[src/rtl/regfile_pkg.sv]
// Shared defaults and types for the multi-port register file slice.
package regfile_pkg;
    localparam int RF_WIDTH      = 32;
    localparam int RF_REG_COUNT  = 32;
    localparam int RF_ADDR_WIDTH = $clog2(RF_REG_COUNT);

    typedef logic [RF_ADDR_WIDTH-1:0] rf_addr_t;
    typedef logic [RF_WIDTH-1:0]      rf_data_t;
endpackage

[src/rtl/regfile_if.sv]
// Decode/writeback bus of the register file: flattened read and write ports.
interface regfile_if
    import regfile_pkg::*;
#(
    parameter int WIDTH      = RF_WIDTH,
    parameter int ADDR_WIDTH = RF_ADDR_WIDTH,
    parameter int NUM_RD     = 2,
    parameter int NUM_WR     = 1
);
    logic [NUM_RD-1:0]            rd_en;
    logic [NUM_RD*ADDR_WIDTH-1:0] rd_addr;
    logic [NUM_RD*WIDTH-1:0]      rd_data;
    logic [NUM_WR-1:0]            wr_en;
    logic [NUM_WR*ADDR_WIDTH-1:0] wr_addr;
    logic [NUM_WR*WIDTH-1:0]      wr_data;

    modport master (
        output rd_en, rd_addr, wr_en, wr_addr, wr_data,
        input  rd_data
    );

    modport slave (
        input  rd_en, rd_addr, wr_en, wr_addr, wr_data,
        output rd_data
    );
endinterface

[src/rtl/regfile_rd_port.sv]
// One registered read port: array mux, optional same-cycle write bypass
// (REGFILE_BYPASS_EN), zero-register force and enable-gated output register.
module regfile_rd_port
    import regfile_pkg::*;
#(
    parameter int WIDTH     = RF_WIDTH,
    parameter int REG_COUNT = RF_REG_COUNT,
    parameter int NUM_WR    = 1,
    parameter int ZERO_REG  = 1,
    localparam int ADDR_WIDTH = $clog2(REG_COUNT)
) (
    input  logic                              clk,
    input  logic                              rst,
    input  logic [REG_COUNT-1:0][WIDTH-1:0]   mem,
    input  logic                              rd_en,
    input  logic [ADDR_WIDTH-1:0]             rd_addr,
`ifdef REGFILE_BYPASS_EN
    input  logic [NUM_WR-1:0]                 wr_en,
    input  logic [NUM_WR*ADDR_WIDTH-1:0]      wr_addr,
    input  logic [NUM_WR*WIDTH-1:0]           wr_data,
`endif
    output logic [WIDTH-1:0]                  rd_data
);
    logic [WIDTH-1:0] rd_next;

    always_comb begin
        rd_next = mem[rd_addr];
`ifdef REGFILE_BYPASS_EN
        // Ascending scan so the highest-index matching writer is forwarded.
        for (int unsigned w = 0; w < NUM_WR; w++) begin
            if (wr_en[w] && wr_addr[w*ADDR_WIDTH +: ADDR_WIDTH] == rd_addr)
                rd_next = wr_data[w*WIDTH +: WIDTH];
        end
`endif
        if (ZERO_REG != 0 && rd_addr == '0)
            rd_next = '0;
    end

    always_ff @(posedge clk or posedge rst) begin
        if (rst)
            rd_data <= '0;
        else if (rd_en)
            rd_data <= rd_next;
    end
endmodule

[src/rtl/regfile_mp.sv]
// Parametrised N-read/M-write register file with optional hardwired x0.
// Define REGFILE_BYPASS_EN to forward same-cycle writes into read data.
module regfile_mp
    import regfile_pkg::*;
#(
    parameter int WIDTH     = RF_WIDTH,
    parameter int REG_COUNT = RF_REG_COUNT,
    parameter int NUM_RD    = 2,
    parameter int NUM_WR    = 1,
    parameter int ZERO_REG  = 1
) (
    input logic       clk,
    input logic       rst,
    regfile_if.slave  bus
);
    localparam int ADDR_WIDTH = $clog2(REG_COUNT);

    logic [REG_COUNT-1:0][WIDTH-1:0] mem;
    logic [NUM_RD-1:0][WIDTH-1:0]    rd_q;

    // Later loop iterations override earlier ones, so the highest write port wins.
    always_ff @(posedge clk or posedge rst) begin
        if (rst) begin
            mem <= '0;
        end else begin
            for (int unsigned w = 0; w < NUM_WR; w++) begin
                if (bus.wr_en[w] &&
                    !(ZERO_REG != 0 && bus.wr_addr[w*ADDR_WIDTH +: ADDR_WIDTH] == '0))
                    mem[bus.wr_addr[w*ADDR_WIDTH +: ADDR_WIDTH]] <= bus.wr_data[w*WIDTH +: WIDTH];
            end
        end
    end

    for (genvar p = 0; p < NUM_RD; p++) begin : g_rd
        regfile_rd_port #(
            .WIDTH    (WIDTH),
            .REG_COUNT(REG_COUNT),
            .NUM_WR   (NUM_WR),
            .ZERO_REG (ZERO_REG)
        ) u_rd_port (
            .clk    (clk),
            .rst    (rst),
            .mem    (mem),
            .rd_en  (bus.rd_en[p]),
            .rd_addr(bus.rd_addr[p*ADDR_WIDTH +: ADDR_WIDTH]),
`ifdef REGFILE_BYPASS_EN
            .wr_en  (bus.wr_en),
            .wr_addr(bus.wr_addr),
            .wr_data(bus.wr_data),
`endif
            .rd_data(rd_q[p])
        );
    end

    assign bus.rd_data = rd_q;
endmodule

[src/flat_wrapper.sv]
// flat-port wrapper written by rule: the top's interface ports become plain ports
module regfile_mp_flat import regfile_pkg::*;
#(
    parameter int WIDTH     = RF_WIDTH,
    parameter int REG_COUNT = RF_REG_COUNT,
    parameter int NUM_RD    = 2,
    parameter int NUM_WR    = 1,
    parameter int ZERO_REG  = 1
)
  (clk, rst, bus_rd_en, bus_rd_addr, bus_wr_en, bus_wr_addr, bus_wr_data, bus_rd_data);
  regfile_if #(.WIDTH(WIDTH), .ADDR_WIDTH(5), .NUM_RD(NUM_RD), .NUM_WR(NUM_WR)) bus_i ();
  input logic clk;
  input logic rst;
  input wire logic [$bits(bus_i.rd_en)-1:0] bus_rd_en;
  input wire logic [$bits(bus_i.rd_addr)-1:0] bus_rd_addr;
  input wire logic [$bits(bus_i.wr_en)-1:0] bus_wr_en;
  input wire logic [$bits(bus_i.wr_addr)-1:0] bus_wr_addr;
  input wire logic [$bits(bus_i.wr_data)-1:0] bus_wr_data;
  output wire logic [$bits(bus_i.rd_data)-1:0] bus_rd_data;
  assign bus_i.rd_en = bus_rd_en;
  assign bus_i.rd_addr = bus_rd_addr;
  assign bus_i.wr_en = bus_wr_en;
  assign bus_i.wr_addr = bus_wr_addr;
  assign bus_i.wr_data = bus_wr_data;
  assign bus_rd_data = bus_i.rd_data;
  regfile_mp #(.WIDTH(WIDTH), .REG_COUNT(REG_COUNT), .NUM_RD(NUM_RD), .NUM_WR(NUM_WR), .ZERO_REG(ZERO_REG)) u_core (.clk(clk), .rst(rst), .bus(bus_i));
endmodule
[config.mk]
export PLATFORM = sky130hd
export DESIGN_NAME = regfile_mp_flat
export DESIGN_NICKNAME = d
export VERILOG_FILES = /design/src/rtl/regfile_pkg.sv /design/src/rtl/regfile_if.sv /design/src/rtl/regfile_rd_port.sv /design/src/rtl/regfile_mp.sv /design/src/flat_wrapper.sv
export SDC_FILE = /design/constraint.sdc
export NUM_CORES = 2
export LEC_CHECK = 0
export BUFFER_PORTS_ARGS = -buffer_cell sky130_fd_sc_hd__buf_2
export CORE_MARGIN = 4
export CORE_UTILIZATION = 40
export DETAILED_ROUTE_END_ITERATION = 6
export SETUP_SLACK_MARGIN = 0.02
export SLEW_MARGIN = 10
export SYNTH_ARGS = -nofsm -noshare
export SYNTH_HDL_FRONTEND = slang
export SYNTH_SLANG_ARGS = --single-unit
[constraint.sdc]
create_clock -name clk -period 49.4 [get_ports clk]
set_clock_uncertainty 0.05 [all_clocks]
set_input_delay 7.41 -clock clk [delete_from_list [all_inputs] [get_ports clk]]
set_output_delay 7.41 -clock clk [all_outputs]
set_load 0.01 [all_outputs]
# Yosys cells after proc, flatten, opt, wreduce, memory -nomap -nowiden
# Index checks and enable logic that the tools add are counted.
# classes
muxes	9
magnitude_cmp	4
n_reduce_logical	6
# op_table
operator	count
bitwise mux 1024 bit	1
binary-select mux 32 bit (select 5 bit)	2
demux 32 bit (select 5 bit)	1
2-to-1 mux 32 bit	5
< comparator 5 x 6 -> 1 bit (second input constant)	3
logical NOT 5 bit	3
greater-or-equal comparator 5 x 1 -> 1 bit (second input constant)	1
logical AND 1 bit	2
logical NOT 1 bit	1
# totals
inputBits	52
reg_bits	1088
word_cells	53

# Depth between registers and ports, before layout
# logic_depth
ltp_word	5
ltp_mapped	9
mapped_depth_nobuf	5

# Modules after synthesis
# Synthesis repeated with hierarchy kept, for this count alone.
# hier_totals
hier_cells	4016
area_unflattened_um2	57044.7
# by_module_without_submodules
module	seq_area_each_um2	instances	area_per_inst_um2	cells_each
regfile_mp	25624.6	1	38284.2	2288
regfile_rd_port	800.8	2	9380.2	864

# Worst setup path after synthesis
# Ideal clock, no wire load.
# synth_timing
path_type	input to register
startpoint	input port bus_rd_addr[0]
endpoint	register u_core.g_rd[0].u_rd_port.rd_data[2]
arrival_ns	8.930
cell_stages	8
n_path_buf	4
path_slack_ns	40.287
required_ns	49.217
cell_sequence	buf_6 > buf_6 > buf_4 > buf_6 > mux4_2 > o22ai_1 > a2bb2oi_1 > nor2_1
# synth_via
elab_chain_len	3
elab_cells_between_ends	4
classes_between	mux (3); reduce/logical (1)
# synth_rtl
item	line	text
start, declared	flat_wrapper.sv:15	input wire logic [$bits(bus_i.rd_addr)-1:0] bus_rd_addr;
binary-select mux 32 bit (select 5 bit)	regfile_rd_port.sv:27	rd_next = mem[rd_addr];
2-to-1 mux 32 bit (implied by the code)	regfile_rd_port.sv:27	
2-to-1 mux 32 bit *	regfile_rd_port.sv:35	if (ZERO_REG != 0 && rd_addr == '0)
end signal, assigned	regfile_rd_port.sv:43	rd_data <= rd_next;
end, declared	regfile_rd_port.sv:22	output logic [WIDTH-1:0] rd_data
# Every way passes the cells marked *; elsewhere a longest branch is shown, timed or not. The select of a mux whose other input is x is not followed.
# A chain may end at the register's enable or synchronous reset.

# Final worst setup path
# layout_timing
startpoint	input port bus_rd_addr[6]
endpoint	register u_core.g_rd[1].u_rd_port.rd_data[0]
# layout_via
elab_chain_len	3
elab_cells_between_ends	4
classes_between	mux (3); reduce/logical (1)
# layout_rtl
item	line
binary-select mux 32 bit (select 5 bit)	regfile_rd_port.sv:27
2-to-1 mux 32 bit (implied by the code)	regfile_rd_port.sv:27
2-to-1 mux 32 bit *	regfile_rd_port.sv:35
end signal, assigned	regfile_rd_port.sv:43
end, declared	regfile_rd_port.sv:22
# Marks and branches as above.

==> run summary <==
Nets: 3,977
Stages on worst setup path: 8
DRT Wirelength: 183,000 um
H-tree Lvls: 3
Port Buf Inserts: 115
Tmin final: 11.23 ns
Crit-path leading delay family: buffers and inverters
Crit Path Category: in2reg
CTS tree: done
IO Count: 116
Final HPWL DP: 97,900 um
Crit path capture type: register
Initial cell density of the core: 40.4%
Total power: 0.00251 W
Asr flop ratio synth: 100%
Most frequent cells after synthesis: dfrtp_1 (1,088), mux2_2 (874), mux2i_1 (347), mux4_2 (324), clkbuf_1 (268)
Dpl cells: 5,684
Setup TNS: 0 ns
Die area: 0.147 mm2
Gr usage total: 24.8%
Synth unique cells: 44
M3 GR Usage: 4.94%
Post-synth top area cell: dfrtp_1
DIE HEIGHT: 384 um
Top FF cell, synth: dfrtp_1
Global route hottest layer: met2
Worst Path Required: 49.96 ns
Chip width: 384 um
Slew HR: 24.5%
Cell mode on critical path: buf_4
RSZ-0062 raised after global routing: no
Non-Filler Instances: 5,901
Syn Inst Count: 4,042
Worst Max-Slew Pin Slew: 1.13 ns
Worst-path clk slew: 0.06 ns
Number of synthesized flops with an enable pin: 0
Hold Vio Cnt, Final: 0
Worst reg2reg endpoint: u_core.g_rd[0].u_rd_port.rd_data[20]
Synth Register Bits: 1,088
Syn Area/Cell: 14.0 um2
Post-CTS Setup Bufs: 0
Area growth syn-to-layout: 10.2%
Final Max Tran Viols: 0
CP cell instances: buf_8, buf_12, buf_4, buf_4, o31a_2, buf_4, a21oi_1, nor4_1
Iter 0 DRT Violations: 3,659
# clock sinks: 1,088
CTS Buf Count: 115
Critical path's largest stage delay: 0.88 ns
Hold buffers post-CTS: 0
Outcome: complete, no violations
Final worst path period share: 22.7%
Mapped Nets: 4,094
Largest fanout on the critical path: 114
Pin count of the biggest net entering global routing: 116
Buf/Inv on CP: 5
Vias in the first global route: 37.3k
Seq/Total Area, Yosys: 48.2%
Worst r2r src: u_core.mem[244]
Power per cell area: 40.3 mW/mm2
Avg Vias per Cell: 6.24
Syn. warnings: 0
CTS resizes: 0
Crit path launch type: input port
Crit path max-delay cell type: buf_4
Routability Congestion: 0.773
CTS Buffer Depth: 3
Max IR drop VDD: 0.0276 mV
Rows: 137
DRC viols: 0
Hold WC Path Type: reg2reg
Antenna violations before repair: 20
Clk root buf: clkbuf_16
First-pass GRT wire length: 267,000 um
Core Footprint: 0.140 mm2
Share of layout cells above drive strength 1: 40.7%
GRT overflow: 0
Largest cells by area after synthesis: dfrtp_1 (48%), mux2_2 (17%), mux4_2 (13%)
ANT nets after route: 0
Global Route met2 Usage: 38.5%
DR WL/cell: 31.0 um
Drt first pass iters: 5
Synthesized area: 0.0565 mm2
R2R setup slack: 47.25 ns
Via count: 36.8k
Max-cap violations: 0
Peak Freq: 89.0 MHz
Crit path to: u_core.g_rd[1].u_rd_port.rd_data[0]
Top-area cell type share of the netlist area: 48.2%
Most frequent cell after synthesis: dfrtp_1
R2R cell count: 4
Met1 GRT Util: 34.9%
Setup Viol. Count Final: 0
Clock latency on the worst-skew pair: 0.74 ns
Leakage: 27.1 nW
Arrival @ worst endpoint: 11.79 ns
Setup crit start: bus_rd_addr[6]
# fillers: 12.6k
sequential cells by signal (all words and copies together), names as in the netlist:
signal and cells:
u_core.g_rd.u_rd_port.rd_data 64, u_core.mem 1024
worst min path at each step:
stage	end	from	slack (ns)	cells past startpoint
2_1_floorplan	u_core.mem[0]	u_core.mem[0]	0.40	1
3_3_place_gp	u_core.mem[27]	u_core.mem[27]	0.33	0
3_5_place_dp	u_core.mem[22]	u_core.mem[22]	0.34	0
4_1_cts	u_core.mem[15]	u_core.mem[15]	0.35	0
5_1_grt	u_core.mem[9]	u_core.mem[9]	0.36	0
6_report	u_core.mem[15]	u_core.mem[15]	0.35	0
placed cells by master (no fill, tap or decap), drive strengths merged, types with 3 or more instances in the layout:
cell type / Yosys / layout
mux2i: 347 / 347
clkbuf: 268 / 170
a2bb2oi: 31 / 31
nand3b: 8 / 8
nor4: 3 / 3
nand2: 18 / 18
buf: 173 / 207
nor3: 39 / 39
mux2: 1055 / 1055
or3: 4 / 4
clkinv: 0 / 25
nor2: 147 / 147
nor2b: 35 / 35
a21oi: 64 / 64
bufinv: 0 / 6
o21ai: 62 / 62
nand3: 5 / 5
a22oi: 91 / 91
a2111oi: 31 / 31
dfrtp: 1088 / 1088
o22ai: 123 / 123
a31oi: 62 / 62
inv: 5 / 6
diode: 0 / 13
nor3b: 6 / 6
nand2b: 3 / 3
nor4b: 3 / 3
mux4: 324 / 324
or3b: 3 / 3
o211ai: 31 / 31
metal layers:
metal | vias to the layer above | wire length, um
met1 | 19900 | 79900
li1 | 15200 | -
met4 | 10 | 6160
met5 | - | 73
met3 | 328 | 13200
met2 | 1340 | 83800
where the power goes:
part	switching (W)	internal, W	total (W)
combinational	0.000193	0.000268	0.000462
sequential	0.000123	0.00106	0.00118
clock	0.000367	0.000498	0.000866
total	0.000683	0.00182	0.00251
logic make-up (layout without fill, tap and decap cells):
group / Yosys count / in the layout / synth area share (%)
other cells: 0 / 13 / 0
buf+inv: 446 / 416 / 3.45
mux: 1726 / 1726 / 40.1
compound gates: 502 / 502 / 5.85
flops: 1088 / 1088 / 48.2
simple gates: 280 / 280 / 2.36
per-stage QoR:
stage          setup slack [ns]  instance area, um2  hold slack (ns)  utilization (%)
2_1_floorplan             11.31               56500            0.399                -
3_3_place_gp              37.55               58500            0.334             41.8
3_5_place_dp              37.50               58500            0.338             41.8
4_1_cts                   38.31               62200            0.351             44.5
5_1_grt                   37.94               62200            0.359             44.5
6_report                  38.17               62200            0.350             44.5
cell type report:
| type | count | area, um2 | area share [%] |
|---|---|---|---|
| Inverter | 5 | 27.5 | 0.0442 |
| Antenna cell | 13 | 32.5 | 0.0523 |
| Sequential cell | 1088 | 27200 | 43.8 |
| Multi-Input combinational cell | 2508 | 27500 | 44.2 |
| Clock buffer | 170 | 3370 | 5.41 |
| Timing Repair Buffer | 207 | 1360 | 2.19 |
| Tap cell | 1876 | 2350 | 3.77 |
| Clock inverter | 34 | 333 | 0.535 |
Note: power is estimated with default switching activity, not from simulation.
